[src/rtl/allbit_run_monitor.sv]
// Run tracker behind the 32-bit all-zero/all-one detector: counts zero runs,
// one runs and mixed words, raises sticky alarms and can stall upstream.
module allbit_run_monitor #(
    parameter int RUN_W          = 8,
    parameter int ZERO_LIMIT     = 4,
    parameter int ONE_LIMIT      = 4,
    parameter bit STALL_ON_ALARM = 1'b1
) (
    input  logic             clk,
    input  logic             rst_n,
    input  logic             in_valid,
    output logic             in_ready,
    input  logic             in_zero,
    input  logic             in_one,
    input  logic             alarm_ack,
    input  logic             clr,
    output logic [1:0]       state,
    output logic [RUN_W-1:0] zero_run,
    output logic [RUN_W-1:0] one_run,
    output logic [RUN_W-1:0] mixed_cnt,
    output logic             zero_alarm,
    output logic             one_alarm,
    output logic             err
);

    typedef enum logic [1:0] {
        S_IDLE  = 2'b00,
        S_ZRUN  = 2'b01,
        S_ORUN  = 2'b10,
        S_MIXED = 2'b11
    } state_t;

    localparam logic [RUN_W-1:0] CNT_MAX = '1;
    localparam logic [RUN_W-1:0] CNT_ONE = RUN_W'(1);
    localparam logic [RUN_W-1:0] Z_LIM   = RUN_W'(ZERO_LIMIT);
    localparam logic [RUN_W-1:0] O_LIM   = RUN_W'(ONE_LIMIT);

    state_t           r_state;
    logic [RUN_W-1:0] r_zero_run;
    logic [RUN_W-1:0] r_one_run;
    logic [RUN_W-1:0] r_mixed_cnt;
    logic             r_zero_alarm;
    logic             r_one_alarm;
    logic             r_err;
    logic             r_live;

    state_t           w_state_nx;
    logic [RUN_W-1:0] w_zero_nx;
    logic [RUN_W-1:0] w_one_nx;
    logic [RUN_W-1:0] w_mixed_nx;
    logic             w_zero_set;
    logic             w_one_set;
    logic             w_err_set;
    logic             w_accept;
    logic             w_is_z;
    logic             w_is_o;

    // Handshake: a word is consumed on a rising edge where in_valid and
    // in_ready are both high; in_ready depends only on registered state.
    assign in_ready = r_live & ~(STALL_ON_ALARM & (r_zero_alarm | r_one_alarm));
    assign w_accept = in_valid & in_ready;
    assign w_is_z   = in_zero & ~in_one;
    assign w_is_o   = in_one & ~in_zero;

    always_comb begin
        w_state_nx = r_state;
        w_zero_nx  = r_zero_run;
        w_one_nx   = r_one_run;
        w_mixed_nx = r_mixed_cnt;
        w_zero_set = 1'b0;
        w_one_set  = 1'b0;
        w_err_set  = 1'b0;
        if (w_accept) begin
            if (w_is_z) begin
                w_state_nx = S_ZRUN;
                w_one_nx   = '0;
                if (r_state != S_ZRUN)
                    w_zero_nx = CNT_ONE;
                else if (r_zero_run != CNT_MAX)
                    w_zero_nx = r_zero_run + CNT_ONE;
                // A saturated run holding at the limit must not re-fire.
                w_zero_set = (w_zero_nx == Z_LIM) && (w_zero_nx != r_zero_run);
            end else if (w_is_o) begin
                w_state_nx = S_ORUN;
                w_zero_nx  = '0;
                if (r_state != S_ORUN)
                    w_one_nx = CNT_ONE;
                else if (r_one_run != CNT_MAX)
                    w_one_nx = r_one_run + CNT_ONE;
                w_one_set = (w_one_nx == O_LIM) && (w_one_nx != r_one_run);
            end else begin
                w_state_nx = S_MIXED;
                w_zero_nx  = '0;
                w_one_nx   = '0;
                if (r_mixed_cnt != CNT_MAX)
                    w_mixed_nx = r_mixed_cnt + CNT_ONE;
                w_err_set = in_zero & in_one;
            end
        end
    end

    always_ff @(posedge clk or negedge rst_n) begin
        if (!rst_n) begin
            r_state      <= S_IDLE;
            r_zero_run   <= '0;
            r_one_run    <= '0;
            r_mixed_cnt  <= '0;
            r_zero_alarm <= 1'b0;
            r_one_alarm  <= 1'b0;
            r_err        <= 1'b0;
            r_live       <= 1'b0;
        end else if (clr) begin
            r_state      <= S_IDLE;
            r_zero_run   <= '0;
            r_one_run    <= '0;
            r_mixed_cnt  <= '0;
            r_zero_alarm <= 1'b0;
            r_one_alarm  <= 1'b0;
            r_err        <= 1'b0;
            r_live       <= 1'b1;
        end else begin
            r_state      <= w_state_nx;
            r_zero_run   <= w_zero_nx;
            r_one_run    <= w_one_nx;
            r_mixed_cnt  <= w_mixed_nx;
            // Set beats a simultaneous acknowledge.
            r_zero_alarm <= w_zero_set | (r_zero_alarm & ~alarm_ack);
            r_one_alarm  <= w_one_set | (r_one_alarm & ~alarm_ack);
            r_err        <= w_err_set | (r_err & ~alarm_ack);
            r_live       <= 1'b1;
        end
    end

    assign state      = r_state;
    assign zero_run   = r_zero_run;
    assign one_run    = r_one_run;
    assign mixed_cnt  = r_mixed_cnt;
    assign zero_alarm = r_zero_alarm;
    assign one_alarm  = r_one_alarm;
    assign err        = r_err;

endmodule

[config.mk]
export PLATFORM = sky130hd
export DESIGN_NAME = allbit_run_monitor
export DESIGN_NICKNAME = d
export VERILOG_FILES = /design/src/rtl/allbit_run_monitor.sv
export SDC_FILE = /design/constraint.sdc
export NUM_CORES = 1
export LEC_CHECK = 0
export CAP_MARGIN = 30
export CORE_AREA = 2 2 69 71
export CTS_CLUSTER_DIAMETER = 150
export DETAILED_ROUTE_END_ITERATION = 10
export DIE_AREA = 0 0 71 73
export PLACE_DENSITY = 0.7
export REMOVE_ABC_BUFFERS = 1
export SYNTH_ARGS = -nofsm -noshare
export SYNTH_HDL_FRONTEND = slang
export SYNTH_SLANG_ARGS = --single-unit
export TNS_END_PERCENT = 20
[constraint.sdc]
create_clock -name clk -period 1.7 [get_ports clk]
set_input_delay 0.255 -clock clk [delete_from_list [all_inputs] [get_ports clk]]
set_output_delay 0.255 -clock clk [all_outputs]
set_load 0.03 [all_outputs]
==> impl_metrics.json, run 1 <==
{
  "drt_pass1_iterations": 4,
  "crit_fanout": 5,
  "grt_overflow": 0,
  "antennaDiodeCount": 0,
  "dp_hpwl_um": 3650,
  "status": "complete, no violations",
  "nFillCells": 387,
  "start_kind": "flop",
  "cts_buffers": 5,
  "fmax_mhz": 599,
  "finalWeightedCongestion": 0.864,
  "irDropWorstVdd_mv": 0.351,
  "drv_slew": 0,
  "grt_usage_pct": 20.9,
  "ys_types": 56,
  "drive_gt1_share_pct": 16.6,
  "cts-root-buf": "clkbuf_8",
  "detail_route.wl_per_cell_um": 15.1,
  "dp_cells": 327,
  "holdWs_ps": 362,
  "cp-end-kind": "output port",
  "cellPowerDensity_mw_per_mm2": 574,
  "portBuffers": 36,
  "finalWirelength_um": 5100,
  "grt_max_degree": 31,
  "netlist_area_sq_mm": 0.00196,
  "placed_cell_area_sq_mm": 0.00253,
  "finalCriticalPeriod_ps": 1670,
  "yosysSeqAreaShare_pct": 38.3,
  "path_class": "flop to output port",
  "rows": 25,
  "crit_chain": "clkdlybuf4s50_1",
  "critPathRequiredTime_ps": 1440,
  "async_reset_ff_share_pct": 100,
  "clock_latency_ps": 290,
  "start_util_pct": 43.2,
  "skew_ps": 9.90,
  "vias_per_cell": 5.88,
  "die_y_um": 73,
  "finalCritPeriodShare_pct": 98.2,
  "grt_pass1_wl_um": 8510,
  "crit_arrival_ps": 1420,
  "leakage_nw": 1.33,
  "finalHoldViolCount": 0,
  "clk_pin_slew_ps": 70,
  "grt_pass1_vias": 1823,
  "synth_ff_type": "dfrtp_1",
  "worst-path-buf-inv": 1,
  "worst_slack_ps": 29.8,
  "syn_inst": 222,
  "min_path_type": "primary input to asynchronous set/reset pin",
  "syn_area_per_cell_sq_um": 8.83,
  "clk_path_buf_depth": 2,
  "layout_common_cells": "buf_4 (30), dfrtp_1 (29), a21oi_1 (25)",
  "cap_violations": 0,
  "cts_tree": "done",
  "fin_area_sq_mm": 0.00266,
  "multi_input_area_sq_mm": 0.00112,
  "drc": 0,
  "dieArea_sq_mm": 0.00518,
  "core_sq_mm": 0.00454,
  "final_util_pct": 58.7,
  "nets": 292,
  "synth_warnings": 0,
  "cp_slowest_cell": "clkdlybuf4s50_1",
  "first_iter_violations": 132,
  "seq_area_sq_um": 752,
  "clock_sinks": 30,
  "critPathTopFamily": "buffers and inverters",
  "htree_levels": 2,
  "fin_cells": 337,
  "rsz0062_at_grt": "true",
  "synth_edf_count": 0,
  "cts_hold_buf": 0,
  "slowest_delay_ps": 700,
  "antenna_found_initial": 0,
  "vias": 1983,
  "die_x_um": 71,
  "syn_to_final_growth_pct": 35.8,
  "mostFrequentLayoutCell": "buf_4",
  "drt.antenna.violating_nets": 0,
  "setup_viol": 0,
  "ys_ff_latch": 30,
  "dp_slack_ps": -265,
  "io-pin-count": 37
}
power by group:
part | switching, mW | internal (mW)
Clock | 0.282 | 0.326
Sequential | 0.0106 | 0.722
Combinational | 0.104 | 0.0823
Total | 0.396 | 1.13
repair_timing:
item,CTS,global route
hold endpoints to repair,0,0
gates resized for setup,11,15
endpoints found under the setup margin,11,17
pin swaps,0,1
setup buffers,0,2
state kept, by name, summed over array words and instances (netlist names):
| signal | cells |
|---|---|
| err | 1 |
| one_alarm | 1 |
| zero_run | 8 |
| r_live | 1 |
| mixed_cnt | 8 |
| zero_alarm | 1 |
| state | 2 |
| one_run | 8 |
metal layers:
layer  global-route usage [%]  vias up  part of all wire, %
li1                         -      957                    -
met1                     27.1      956                   46
met2                     33.3       62                   46
met3                     4.56        8                  5.7
met4                     10.3        0                  2.0
met5                        0        -                    0
per-stage QoR:
step	TNS (ps)	total power, mW
after floorplan	-1510	0.822
after global placement	-2530	0.926
after detailed placement	-2890	0.928
after CTS	0	1.53
after global routing	-115	1.59
final	0	1.53
kinds of logic after synthesis:
family | after synthesis | synth area share [%]
flip-flops | 30 | 38.3
buffers and inverters | 20 | 4.66
XOR/XNOR | 1 | 0.830
adder cells (fa/ha/maj) | 3 | 1.92
multiplexers | 1 | 0.511
other | 1 | 0.191
AND/OR/NAND/NOR | 97 | 31.6
AO/OA/AOI/OAI | 69 | 22.0
synth_stat cells (3+ instances only):
master | number | share of area (%)
clkbuf_1 | 7 | 1.3
o211ai_1 | 3 | 1.1
nor2_1 | 15 | 2.9
nand4_1 | 4 | 1.3
a21oi_1 | 25 | 6.4
nand3_1 | 13 | 3.3
and3_1 | 8 | 2.6
o21ai_0 | 12 | 3.1
nor3_1 | 6 | 1.5
dfrtp_1 | 30 | 38
o31ai_1 | 7 | 2.7
or4_1 | 4 | 1.5
and4_1 | 4 | 1.8
nand2_1 | 15 | 2.9
or3_1 | 3 | 0.96
a31oi_1 | 5 | 1.6
ha_1 | 3 | 1.9
nand2b_1 | 5 | 1.6
inv_1 | 7 | 1.3
buf_2 | 4 | 1.0
area by class of cell:
| class | instances | area share (%) |
|---|---|---|
| clock buffer | 7 | 3.24 |
| clock inverter | 1 | 0.188 |
| inverter | 7 | 0.987 |
| multi-input combinational | 172 | 42.0 |
| sequential | 30 | 28.3 |
| tap | 54 | 2.54 |
| timing repair buffer | 66 | 22.8 |
path summary, 6_finish.rpt:
path | from | slack [ps] | cells past startpoint | end
setup / recovery | mixed_cnt[6]$_DFFE_PN0P_ | 30 | 1 | mixed_cnt[6]
hold / removal | rst_n | 360 | 2 | one_run[3]$_DFFE_PN0N_
setup reg to reg | zero_alarm$_DFF_PN0_ | 50 | 4 | mixed_cnt[5]$_DFFE_PN0P_
hold reg to reg | err$_DFF_PN0_ | 550 | 2 | err$_DFF_PN0_
max in group asynchronous | rst_n | 1030 | 2 | one_alarm$_DFF_PN0_
min in group clk | in_one | 440 | 3 | err$_DFF_PN0_
Power figures use the tool's default switching activity.
==> inputs of run 2 (changes only) <==
==> constraint.sdc (replaced) <==
create_clock -name clk -period 1.7 [get_ports clk]
set_input_delay 0.51 -clock clk [delete_from_list [all_inputs] [get_ports clk]]
set_output_delay 0.51 -clock clk [all_outputs]
set_load 0.03 [all_outputs]
==> impl_metrics.json, run 2 (synthesized netlist as in run 1, its figures left out) <==
{
  "skew_ps": 5.03,
  "clk_path_buf_depth": 2,
  "io-pin-count": 37,
  "nets": 306,
  "critPathRequiredTime_ps": 1910,
  "cts_tree": "done",
  "antenna_found_initial": 0,
  "drv_slew": 0,
  "mostFrequentLayoutCell": "buf_4",
  "grt_max_degree": 31,
  "worst_slack_ps": 42.0,
  "cp-end-kind": "flop",
  "clock_latency_ps": 290,
  "finalWeightedCongestion": 0.846,
  "cts-root-buf": "clkbuf_8",
  "rows": 25,
  "clock_sinks": 30,
  "setup_viol": 0,
  "cap_violations": 0,
  "path_class": "flop to flop",
  "core_sq_mm": 0.00454,
  "drive_gt1_share_pct": 26.3,
  "dp_slack_ps": -512,
  "detail_route.wl_per_cell_um": 15.5,
  "cellPowerDensity_mw_per_mm2": 585,
  "grt_pass1_wl_um": 8930,
  "grt_pass1_vias": 1923,
  "status": "complete, no violations",
  "grt_overflow": 0,
  "rsz0062_at_grt": "true",
  "finalCritPeriodShare_pct": 97.5,
  "grt_usage_pct": 21.9,
  "irDropWorstVdd_mv": 0.260,
  "nFillCells": 403,
  "finalHoldViolCount": 0,
  "start_util_pct": 43.2,
  "finalCriticalPeriod_ps": 1660,
  "drt.antenna.violating_nets": 0,
  "clk_pin_slew_ps": 70,
  "drt_pass1_iterations": 4,
  "holdWs_ps": 532,
  "dieArea_sq_mm": 0.00518,
  "vias": 2036,
  "die_y_um": 73,
  "cts_buffers": 5,
  "layout_common_cells": "buf_4 (51), dfrtp_1 (29), a21oi_1 (23)",
  "die_x_um": 71,
  "min_path_type": "flop to flop",
  "leakage_nw": 1.25,
  "dp_hpwl_um": 3880,
  "antennaDiodeCount": 0,
  "start_kind": "flop",
  "drc": 0,
  "portBuffers": 36,
  "finalWirelength_um": 5420,
  "htree_levels": 2,
  "crit_fanout": 6,
  "first_iter_violations": 87,
  "crit_arrival_ps": 1870,
  "syn_to_final_growth_pct": 41.3,
  "fmax_mhz": 603,
  "vias_per_cell": 5.80
}
==> run 2: path summary, 6_finish.rpt <==
path                                     startpoint  cells past startpoint                  endpoint  slack [ps]
worst max register to register  one_alarm$_DFF_PN0_                      4  mixed_cnt[5]$_DFFE_PN0P_          40
worst min register to register        err$_DFF_PN0_                      2             err$_DFF_PN0_         530
max in group asynchronous                     rst_n                      2       one_alarm$_DFF_PN0_         940
worst min-delay path                  err$_DFF_PN0_                      2             err$_DFF_PN0_         530
worst max-delay path            one_alarm$_DFF_PN0_                      4  mixed_cnt[5]$_DFFE_PN0P_          40
min in group asynchronous                     rst_n                      2  mixed_cnt[6]$_DFFE_PN0P_         590
==> run 2: layout make-up <==
type | instances | area (sq um) | share of cell area [%]
multi-input combinational | 172 | 1160 | 42.0
sequential | 30 | 752 | 27.2
timing repair buffer | 80 | 651 | 23.5
clock buffer | 8 | 110 | 3.98
tap | 54 | 67.6 | 2.44
inverter | 7 | 26.3 | 0.949
==> run 2: what timing repair did <==
| item | in CTS | in global routing |
|---|---|---|
| setup buffers | 0 | 1 |
| pin swaps | 2 | 4 |
| gates resized for setup | 27 | 12 |
| hold buffers | 0 | 0 |
| endpoints found under the setup margin | 44 | 11 |
==> run 2: stage by stage <==
step	area (sq um)	util, %	TNS, ps	instances	power, mW
2_1_floorplan	1890	-	-1610	209	0.822
3_3_place_gp	2640	58.2	-9360	342	0.935
3_5_place_dp	2640	58.2	-10020	342	0.937
4_1_cts	2720	60.1	0	350	1.62
5_1_grt	2770	61.0	-53.4	351	1.68
6_report	2770	61.0	0	351	1.62
==> run 2: report_power, final <==
group	switching (mW)	internal (mW)	total, mW
combinational	0.111	0.0851	0.196
sequential	0.00846	0.723	0.731
clock	0.284	0.409	0.692
==> run 2: per-layer routing <==
layer | GRT usage [%] | part of all wire [%]
met5 | 0 | 0
met4 | 9.01 | 2.0
met3 | 4.70 | 4.1
met2 | 36.2 | 49
met1 | 28.0 | 45
==> run 2: critical path, stage by stage, from the launching register on <==
cell,delay [ps]
dfrtp_2,450
and4bb_4,410
nand4_4,140
or4_1,420
a21oi_1,160
==> inputs of run 3 (changes only) <==
--- a/config.mk
+++ b/config.mk
@@ -12,6 +12,7 @@
 export DIE_AREA = 0 0 71 73
 export PLACE_DENSITY = 0.7
 export REMOVE_ABC_BUFFERS = 1
+export SETUP_SLACK_MARGIN = 0.2
 export SYNTH_ARGS = -nofsm -noshare
 export SYNTH_HDL_FRONTEND = slang
 export SYNTH_SLANG_ARGS = --single-unit
==> impl_metrics.json, run 3 (synthesized netlist as in run 1, its figures left out) <==
{
  "htree_levels": 2,
  "crit_arrival_ps": 1860,
  "rsz0062_at_grt": "true",
  "min_path_type": "flop to flop",
  "timing.setup.tns_ps": 0,
  "layout_common_cells": "buf_4 (55), dfrtp_1 (28), a21oi_1 (21)",
  "cellPowerDensity_mw_per_mm2": 560,
  "p_sw_mw": 0.420,
  "skew_ps": 8.11,
  "r2r-end": "mixed_cnt[6]$_DFFE_PN0P_",
  "drt.antenna.violating_nets": 0,
  "fin_area_sq_mm": 0.00295,
  "status": "complete, no violations",
  "cap_violations": 0,
  "drc": 0,
  "mostFrequentLayoutCell": "buf_4",
  "critPathRequiredTime_ps": 1920,
  "cts_tree": "done",
  "worst_slack_ps": 59.0,
  "grt_pass1_vias": 2041,
  "swShare_pct": 25.4,
  "antennaDiodeCount": 0,
  "final_util_pct": 65.1,
  "die_x_um": 71,
  "core_sq_mm": 0.00454,
  "io-pin-count": 37,
  "drt_pass1_iterations": 4,
  "setup_viol": 0,
  "crit_fanout": 5,
  "critPathTopFamily": "simple AND/OR/NAND/NOR gates",
  "finalCritPeriodShare_pct": 96.5,
  "hold_end": "err$_DFF_PN0_",
  "leakage_nw": 1.31,
  "r2r_slack_ps": 60,
  "cp-end-kind": "flop",
  "start_kind": "flop",
  "syn_to_final_growth_pct": 50.6,
  "dp_cells": 342,
  "grt_overflow": 0,
  "clk_path_buf_depth": 2,
  "holdWs_ps": 531,
  "vias": 2154,
  "finalWeightedCongestion": 0.846,
  "detail_route.wl_per_cell_um": 17.5,
  "vias_per_cell": 5.97,
  "nets": 316,
  "start_util_pct": 43.2,
  "cts-root-buf": "clkbuf_8",
  "die_y_um": 73,
  "worst-path-buf-inv": 0,
  "dp_hpwl_um": 3880,
  "drv_slew": 0,
  "r2r-start": "one_alarm$_DFF_PN0_",
  "reg2regPathDepth": 4,
  "dp_slack_ps": -512,
  "slowest_delay_ps": 480,
  "fin_cells": 361,
  "cp_slowest_cell": "or4_4",
  "holdPathStages": 2,
  "power_frac_comb_pct": 13.6,
  "p_clk_share_pct": 42.1,
  "irDropWorstVdd_mv": 0.261,
  "placed_cell_area_sq_mm": 0.00264,
  "grt_pass1_wl_um": 9650,
  "clock_sinks": 30,
  "hold_start": "err$_DFF_PN0_",
  "portBuffers": 36,
  "finalHoldViolCount": 0,
  "dieArea_sq_mm": 0.00518,
  "cellInternalPower_mw": 1.23,
  "antenna_found_initial": 0,
  "fmax_mhz": 609,
  "clk_pin_slew_ps": 70,
  "clock_latency_ps": 290,
  "p_total_mw": 1.65,
  "drive_gt1_share_pct": 36.8,
  "rows": 25,
  "grt_usage_pct": 23.6,
  "grt_max_degree": 31,
  "path_class": "flop to flop",
  "cts_buffers": 5,
  "finalCriticalPeriod_ps": 1640,
  "first_iter_violations": 123,
  "p_seq_share_pct": 44.3,
  "crit_chain": "and4bb_4 > nand3_4 > or4_4 > a21oi_2",
  "finalWirelength_um": 6340,
  "cts_hold_buf": 0
}
[run 3: worst reg2reg max path: cells and delay by family (launching register included)]
| kind | cells | cell delay (ps) |
|---|---|---|
| AOI/OAI and AO/OA | 1 | 140 |
| DFF | 1 | 440 |
| and+or+nand+nor | 3 | 990 |
[run 3: cell type report]
class                           instances  area, sq um
Sequential cell                        30          753
Timing Repair Buffer                   90          726
Multi-Input combinational cell        172         1270
Inverter                                7         26.3
Clock buffer                            8          110
Tap cell                               54         67.6
Fill cell                             372         1580
[run 3: how the worst max path moves through the flow]
stage,cells after the start,slack [ps],from,end
3_3_place_gp,5,-460,in_valid,mixed_cnt[5]$_DFFE_PN0P_
4_1_cts,2,50,one_alarm$_DFF_PN0_,in_ready
6_report,4,60,one_alarm$_DFF_PN0_,mixed_cnt[6]$_DFFE_PN0P_
3_5_place_dp,5,-510,in_zero,mixed_cnt[5]$_DFFE_PN0P_
2_1_floorplan,5,-230,mixed_cnt[0]$_DFFE_PN0P_,mixed_cnt[1]$_DFFE_PN0P_
5_1_grt,4,10,one_alarm$_DFF_PN0_,mixed_cnt[6]$_DFFE_PN0P_
[run 3: what timing repair did]
item,4_1_cts,5_1_grt
cloned,1,0
setup endpoints to repair,57,51
buffers inserted,7,3
resized for setup,61,43
pin swaps,6,13
[run 3: power groups by stage]
stage	logic [mW]	clock network [mW]	registers, mW
3_3_place_gp	0.192	0	0.743
2_1_floorplan	0.0614	0	0.761
4_1_cts	0.201	0.702	0.731
6_report	0.225	0.696	0.732
5_1_grt	0.244	0.736	0.732
3_5_place_dp	0.192	0	0.744
[run 3: routing by layer]
layer / track usage [%] / wire [um] / part of all wire, % / vias to the layer above
li1: - / - / - / 1007
met1: 29.9 / 2700 / 43 / 1068
met2: 40.6 / 3260 / 51 / 68
met3: 4.42 / 273 / 4.3 / 11
met4: 8.18 / 105 / 1.7 / 0
met5: 0 / 0 / 0 / -
